File: src/rtl/bcd_pkg.sv
// bcd_pkg: shared constants, state encoding and elaboration helpers for bin2bcd_seq.
// Revision: 1.0
`default_nettype none

package bcd_pkg;

  localparam int DIGIT_W    = 4;
  localparam int ADJ_THRESH = 5;
  localparam int ADJ_ADD    = 3;

  typedef enum logic {
    ST_IDLE = 1'b0,
    ST_CONV = 1'b1
  } state_t;

  function automatic int unsigned pow10(input int unsigned n);
    int unsigned r;
    r = 1;
    for (int unsigned i = 0; i < n; i++) begin
      r = r * 10;
    end
    return r;
  endfunction

endpackage

`default_nettype wire

File: src/rtl/bcd_digit_adj.sv
// bcd_digit_adj: combinational add-3-if-at-least-5 cell for one BCD digit.
// Revision: 1.0
`default_nettype none

module bcd_digit_adj
  import bcd_pkg::*;
(
  input  logic [DIGIT_W-1:0] digit_in,
  output logic [DIGIT_W-1:0] digit_out
);

  assign digit_out = (digit_in >= DIGIT_W'(ADJ_THRESH)) ? digit_in + DIGIT_W'(ADJ_ADD)
                                                        : digit_in;

endmodule

`default_nettype wire

File: src/rtl/bin2bcd_seq.sv
// bin2bcd_seq: one-bit-per-clock double-dabble binary to BCD converter with start/busy/done.
// Revision: 1.0
`default_nettype none

module bin2bcd_seq
  import bcd_pkg::*;
#(
  parameter int N_BITS   = 14,
  parameter int N_DIGITS = 4
) (
  input  logic                        clk,
  input  logic                        clr_n,
  input  logic                        start,
  input  logic [N_BITS-1:0]           bin_in,
  output logic                        busy,
  output logic                        done,
  output logic [DIGIT_W*N_DIGITS-1:0] bcd_out,
  output logic                        overflow
);

  localparam int          BCD_W          = DIGIT_W * N_DIGITS;
  localparam int          CNT_W          = (N_BITS > 1) ? $clog2(N_BITS) : 1;
  localparam int unsigned OVF_LIMIT_FULL = pow10(N_DIGITS) - 1;
  localparam logic [N_BITS:0] OVF_LIMIT  = OVF_LIMIT_FULL[N_BITS:0];

  state_t             state;
  logic [CNT_W-1:0]   bit_cnt;
  logic [N_BITS-1:0]  shift_reg;
  logic [BCD_W-1:0]   scratch;
  logic [BCD_W-1:0]   scratch_adj;
  logic [BCD_W-1:0]   scratch_next;
  logic               ovf_lat;
  logic               ovf_cmp;

  for (genvar g = 0; g < N_DIGITS; g++) begin : g_adj
    bcd_digit_adj u_adj (
      .digit_in  (scratch[g*DIGIT_W +: DIGIT_W]),
      .digit_out (scratch_adj[g*DIGIT_W +: DIGIT_W])
    );
  end

  // Carry out of the top digit falls off here, giving bin_in mod 10^N_DIGITS.
  assign scratch_next = BCD_W'({scratch_adj, shift_reg[N_BITS-1]});
  assign ovf_cmp      = {1'b0, bin_in} > OVF_LIMIT;

  always_ff @(posedge clk or negedge clr_n) begin
    if (!clr_n) begin
      state     <= ST_IDLE;
      bit_cnt   <= '0;
      shift_reg <= '0;
      scratch   <= '0;
      ovf_lat   <= 1'b0;
      busy      <= 1'b0;
      done      <= 1'b0;
      bcd_out   <= '0;
      overflow  <= 1'b0;
    end else begin
      done <= 1'b0;
      case (state)
        ST_IDLE: begin
          if (start) begin
            shift_reg <= bin_in;
            scratch   <= '0;
            bit_cnt   <= CNT_W'(N_BITS - 1);
            ovf_lat   <= ovf_cmp;
            busy      <= 1'b1;
            state     <= ST_CONV;
          end
        end
        ST_CONV: begin
          scratch   <= scratch_next;
          shift_reg <= {shift_reg[N_BITS-2:0], 1'b0};
          if (bit_cnt == '0) begin
            bcd_out  <= scratch_next;
            overflow <= ovf_lat;
            done     <= 1'b1;
            busy     <= 1'b0;
            state    <= ST_IDLE;
          end else begin
            bit_cnt <= bit_cnt - 1'b1;
          end
        end
        default: state <= ST_IDLE;
      endcase
    end
  end

endmodule

`default_nettype wire

File: config.mk
export PLATFORM = sky130hd
export DESIGN_NAME = bin2bcd_seq
export DESIGN_NICKNAME = d
export VERILOG_FILES = /design/src/rtl/bcd_pkg.sv /design/src/rtl/bcd_digit_adj.sv /design/src/rtl/bin2bcd_seq.sv
export SDC_FILE = /design/constraint.sdc
export NUM_CORES = 1
export LEC_CHECK = 0
export CELL_PAD_IN_SITES_DETAIL_PLACEMENT = 1
export CELL_PAD_IN_SITES_GLOBAL_PLACEMENT = 1
export CORE_MARGIN = 2
export CORE_UTILIZATION = 30
export DETAILED_ROUTE_END_ITERATION = 6
export GPL_TIMING_DRIVEN = 0
export PLACE_DENSITY = 0.68
export SLEW_MARGIN = 15
export SYNTH_ARGS = -nofsm -noshare
export SYNTH_HDL_FRONTEND = slang
export SYNTH_SLANG_ARGS = --single-unit
File: constraint.sdc
create_clock -name clk -period 1.7 [get_ports clk]
set_clock_uncertainty 0.15 [all_clocks]
set_input_delay 0.34 -clock clk [delete_from_list [all_inputs] [get_ports clk]]
set_output_delay 0.34 -clock clk [all_outputs]
set_load 0.005 [all_outputs]
==> impl_metrics.toml <==
[placement]
gp_congestion = 0.727
numPortBuffers = 34
placed_cell_area_um2 = 3180
dp_hpwl_um = 4480

[clocking]
clockBufferDepth = 2
cts_sinks = 55
cts_buffers = 5
clkTransAtPathRegs_ns = 0.10
clk_latency_ns = 0.31
h-tree-depth = 2
root_buffer = "clkbuf_8"
cts_tree = "done"

[global_route]
grt_util_all_layers_pct = 14.1
grt_first_pass_wirelength_um = 11200
grt_max_degree = 56
grt_pass1_vias = 2221
antenna_found_initial = 0
grt_overflow = 0

[worst_setup_path]
cp-start-kind = "flip-flop"
worstPathRequired_ns = 1.21
r2r_slack_ns = 0.05
critPathSlowestCell = "clkdlybuf4s50_1"
path_max_fanout = 2
path_class = "flip-flop to output port"
endpoint_kind = "output port"
cp_data_arrival_time_ns = 1.17
worstPathCellList = "clkdlybuf4s50_1"
cpLargestDelayFamily = "buffers and inverters"
cp_num_buf_inv = 1
max_stage_delay_ns = 0.50

[route]
drtAntennaViolNets = 0
vias = 2090
drt_wl_total_um = 6790
drt_iter0_markers = 54
routed_via_density = 4.85
first_pass_iters = 4
wl_per_cell_um = 15.8
route.detailed.drc = 0

[yosys]
mappedNetlistNets = 286
synth_top_cell_by_area = "dfrtp_1"
syn-cell-area_um2 = 2710
synthDistinctLibCells = 32
yosysSeqAreaShare_pct = 50.8
yosys.area.top_type_share_pct = 50.8
postSynthCellCount = 260
ys_warn_count = 0
ys_seq_elements = 55
syn_area_per_cell_um2 = 10.4
synth_area_leaders = "dfrtp_1, mux2i_1, o21ai_1, nand2_1, ha_1"

[timing]
min_period_ns = 1.66
worst-slew-pin-transition_ns = 0.719
finalCritPeriodShare_pct = 97.5
setup_violations = 0
finalHoldViolations = 0
fmax_ghz = 0.603
slew_headroom_pct = 52.1
setup_tns_ns = 0
maxSlewViolCount = 0

[final_layout]
final_cell_mix = "dfrtp_1, nand2_1, o21ai_1, mux2i_1, buf_4"
final_common_cell = "dfrtp_1"
seqCellArea_um2 = 1380
fin_nets = 348
num-fill-cells = 983
finish.instance_area_um2 = 3590
drive_above_1_share_pct = 21.7
area_growth_pct = 32.4
multi_input_area_um2 = 1330
antennaDiodeCount = 0

[power_and_ir_drop]
p_per_area_nw_per_um2 = 1830
p_leak_nw = 1.79
ir_drop_v = 0.000516
power_mw = 6.58

[die]
ios = 36
rows = 34
core_area_um2 = 8760
start_util_pct = 30.9
die_h_um = 99.1
die_area_um2 = 9810
die_width_um = 99.1

[hold_path]
holdCritPathClass = "input port to flip-flop"

[flow_run]
maxCapViolations = 0

[run_status]
status = "finished, final reports clean"
==> cells by family after synthesis <==
group                      share of synthesized area [%]
and+or+nand+nor                                     14.8
AOI/OAI and AO/OA                                   12.6
DFF                                                 50.8
muxes                                               11.6
buffers and inverters                               4.52
adders and majority gates                           4.15
xor gates and xnor gates                            1.62
==> final timing paths <==
check,startpoint,to,depth (start not counted)
setup / recovery,bcd_out[5],bcd_out[5],1
hold / removal,start,busy,3
hold reg to reg,ovf_lat,overflow,2
max in group asynchronous,clr_n,scratch[8],2
setup reg to reg,scratch[5],scratch[6],6
min in group asynchronous,clr_n,shift_reg[11],2
==> area by class of cell <==
type	count	area share [%]
repair buffers	55	14.9
clock buffers	7	2.13
clock inverters	1	0.139
multi-input cells	179	36.9
plain buffers	13	2.16
flip-flops and latches	55	38.4
inverters	13	1.57
well taps	108	3.76
==> where the power goes <==
| part | internal (mW) | switching, mW | total, mW | leakage [nW] |
|---|---|---|---|---|
| clock | 0.291 | 0.429 | 0.719 | 0.0422 |
| sequential | 1.90 | 0.492 | 2.39 | 0.693 |
| combinational | 1.88 | 1.60 | 3.47 | 1.05 |
==> synthesized netlist by cell type <==
library cell / number
a21oi_1: 6
buf_4: 1
nor2_1: 12
clkbuf_1: 2
a31oi_1: 3
a32o_1: 3
o21ai_1: 28
ha_1: 9
nand3b_4: 1
nor3b_1: 6
nor2b_4: 1
inv_1: 12
xnor2_1: 5
a21o_1: 6
o21ai_0: 2
nand2_1: 37
o221ai_1: 1
a21oi_2: 4
inv_4: 1
nor3b_2: 1
mux2_4: 2
nand3_1: 2
mux2i_1: 25
buf_2: 9
nor3_1: 3
mux2_2: 3
nand2b_1: 15
nor4_1: 1
o31ai_1: 2
a22o_1: 1
buf_6: 1
dfrtp_1: 55
==> metal layers <==
metal  up-vias  global-route usage, %  part of all wire, %
met5         -                      0                    0
met4         0                   4.11                  1.5
met3         8                   2.34                  2.4
met2        23                   23.9                   49
met1      1052                   18.5                   47
li1       1007                      -                    -
==> through the flow <==
step | util (%) | hold WS, ns | cells | setup slack, ns
2_1_floorplan | - | -0.106 | 260 | 0.0881
3_3_place_gp | 36.4 | 0.309 | 402 | -1.72
3_5_place_dp | 36.3 | 0.306 | 402 | -0.134
4_1_cts | 38.0 | 0.235 | 417 | 0.00404
5_1_grt | 41.0 | 0.277 | 431 | -0.0159
6_report | 41.0 | 0.235 | 431 | 0.0425
==> timing repair <==
action,in CTS,in global routing
gates cloned,0,1
endpoints found under the hold margin,55,0
pin swaps,2,5
setup buffers,6,13
setup endpoints to repair,12,34
hold buffers,1,0
resized for setup,9,37
No activity file was read; power rests on OpenSTA's default activity.
==> variant (same settings) <==
Set the parameter `N_BITS` to 10 (it was 14).
--- a/src/rtl/bin2bcd_seq.sv
+++ b/src/rtl/bin2bcd_seq.sv
@@ -5,7 +5,7 @@
 module bin2bcd_seq
   import bcd_pkg::*;
 #(
-  parameter int N_BITS   = 14,
+  parameter int N_BITS   = 10,
   parameter int N_DIGITS = 4
 ) (
   input  logic                        clk,
Ports: changed (resized bin_in); port bits go from 36 to 32. No check against the original RTL was run, so the function may have changed too.
==> variant against the unedited design <==
The run now ends with setup timing left; area after synthesis fell by 11%; die area fell by 10%; design area fell by 10%; register-to-register slack got worse by 0.20 ns; routed wire length fell by 19%; sequential power fell by 13%; total power fell by 7.9%; utilization rose by 0.45 points; setup slack got worse by 0.19 ns; clock power rose by 6.3%; maximum frequency fell by 10%; synthesized cell count fell by 13%; sequential cell count fell by 6; critical path type is now flop to flop.
==> variant: results (changes against the unedited design) <==
[run_status]
status = finished, violations left
violations = setup timing

[routing]
via_per_inst = 4.60  ; -5.1%
wirelength_um = 5520  ; -19%
firstDrtPassIters = 4  ; unchanged
drt_iter0_markers = 45  ; -17%

[global_route]
grt_pass1_vias = 1916  ; -14%
grt_util_all_layers_pct = 13.4  ; -0.67 points
grt_pass1_wl_um = 9270  ; -17%
grt_max_degree = 33  ; -41%
antenna_found_initial = 0  ; unchanged

[sta]
final.setup.tns_ns = -1.57  ; -1.57 ns
tightest_slew_ns = 0.524  ; -0.196 ns
setup_viol = 20  ; +20
layout_setup_ws_ns = -0.147  ; -0.189 ns

[synthesis]
ys.flop_type = dfrtp_1
synthArstFlopShare_pct = 100  ; unchanged
yosysUniqueCellTypes = 31  ; -3.1%
synthesis.nets = 250  ; -13%
ys_warn_count = 0  ; unchanged
synthTopCellsByCount = dfrtp_1 (49), nand2_1 (24), mux2i_1 (23)
ys_top_cells_by_area = dfrtp_1 (51%), mux2i_1 (9.5%), ha_1 (5.2%)
ys_seq_area_share_pct = 50.7  ; about the same

[clock_network]
clk_pin_slew_worst_paths_ns = 0.09
numCtsBuffers = 5  ; unchanged
htree_num_levels = 2  ; unchanged
cts_root_buf = clkbuf_8
clk_latency_ns = 0.30
cts.path.max_buffers = 2  ; unchanged

[final_layout]
fin_nets = 304  ; -13%
stdcell_area_um2 = 3220  ; -10%
antenna_cells = 0  ; unchanged
drive_above_1_share_pct = 23.8  ; +2.1 points

[place]
routabilityCongestion = 0.796  ; +9.5%
dp_hpwl_um = 3760  ; -16%
placed_cell_area_um2 = 2850  ; -10%
portBuffers = 29  ; -15%

[power_and_ir_drop]
p_leak_nw = 1.52  ; -15%
peakVddDrop_mv = 0.649  ; +26%

[floorplanning]
core-area_um2 = 7770  ; -11%

[worst_setup_path]
worst-path-max-fanout = 8  ; +6
cp_data_arrival_time_ns = 1.89  ; +0.72 ns

[min_path]
min_path_type = flop to flop

## variant: worst paths after layout
| check | startpoint | endpoint | slack [ns] | cells after the start |
|---|---|---|---|---|
| worst max-delay path | bit_cnt[1] | bcd_out[5] | -0.15 | 7 |
| worst min-delay path | bcd_out[1] | bcd_out[1] | 0.34 | 2 |
| worst max register to register | bit_cnt[1] | bcd_out[5] | -0.15 | 7 |
| worst min register to register | bcd_out[1] | bcd_out[1] | 0.34 | 2 |
| max in group asynchronous | clr_n | scratch[4] | 0.51 | 3 |
| min in group asynchronous | clr_n | shift_reg[3] | 0.36 | 2 |
## variant: cell type report
| class | count | area (um2) |
|---|---|---|
| Fill cell | 869 | 4550 |
| Sequential cell | 49 | 1230 |
| Multi-Input combinational cell | 152 | 1170 |
| Timing Repair Buffer | 47 | 445 |
| Tap cell | 102 | 128 |
| Clock buffer | 7 | 96.3 |
| Buffer | 13 | 81.3 |
| Inverter | 13 | 61.3 |
| Clock inverter | 1 | 5.00 |
## variant: layer usage
| layer | routed length (um) | share of wire, % | global-route usage [%] |
|---|---|---|---|
| met3 | 126 | 2.3 | 1.93 |
| met1 | 2520 | 46 | 16.6 |
| met2 | 2790 | 51 | 23.8 |
| met5 | 0 | 0 | 0 |
| met4 | 80 | 1.5 | 4.35 |
## variant: stage by stage
stage | worst slack, ns | std cells | total power [mW]
2_1_floorplan | -0.128 | 227 | 3.76
3_3_place_gp | -1.36 | 358 | 4.59
3_5_place_dp | -0.219 | 359 | 4.72
4_1_cts | -0.165 | 374 | 5.73
5_1_grt | -0.192 | 384 | 6.59
6_report | -0.147 | 384 | 6.06
## variant: worst max-delay path, stage by stage (launching register included)
cell      delay [ns]
dfrtp_1         0.41
inv_2           0.09
ha_4            0.15
nand2b_4        0.06
or3b_1          0.36
buf_6           0.16
clkinv_8        0.06
mux2_4          0.29
## variant: what timing repair did
action,4_1_cts,5_1_grt
pin swaps,3,8
gates resized for setup,16,25
buffers inserted,6,10
hold buffers,1,0
hold endpoints to repair,17,0
setup endpoints to repair,25,44
## variant: cells by family after synthesis
family / share of synthesized area, %
muxes: 12.9
xor gates and xnor gates: 1.45
buffers and inverters: 5.49
AOI/OAI and AO/OA: 11.2
other: 0.155
and+or+nand+nor: 12.8
adders and majority gates: 5.18
DFF: 50.7
## variant: power by group
group,internal [mW],switching [mW],total (mW)
clock network,0.369,0.396,0.764
registers,1.70,0.397,2.09
logic,1.74,1.46,3.20
total,3.81,2.25,6.06
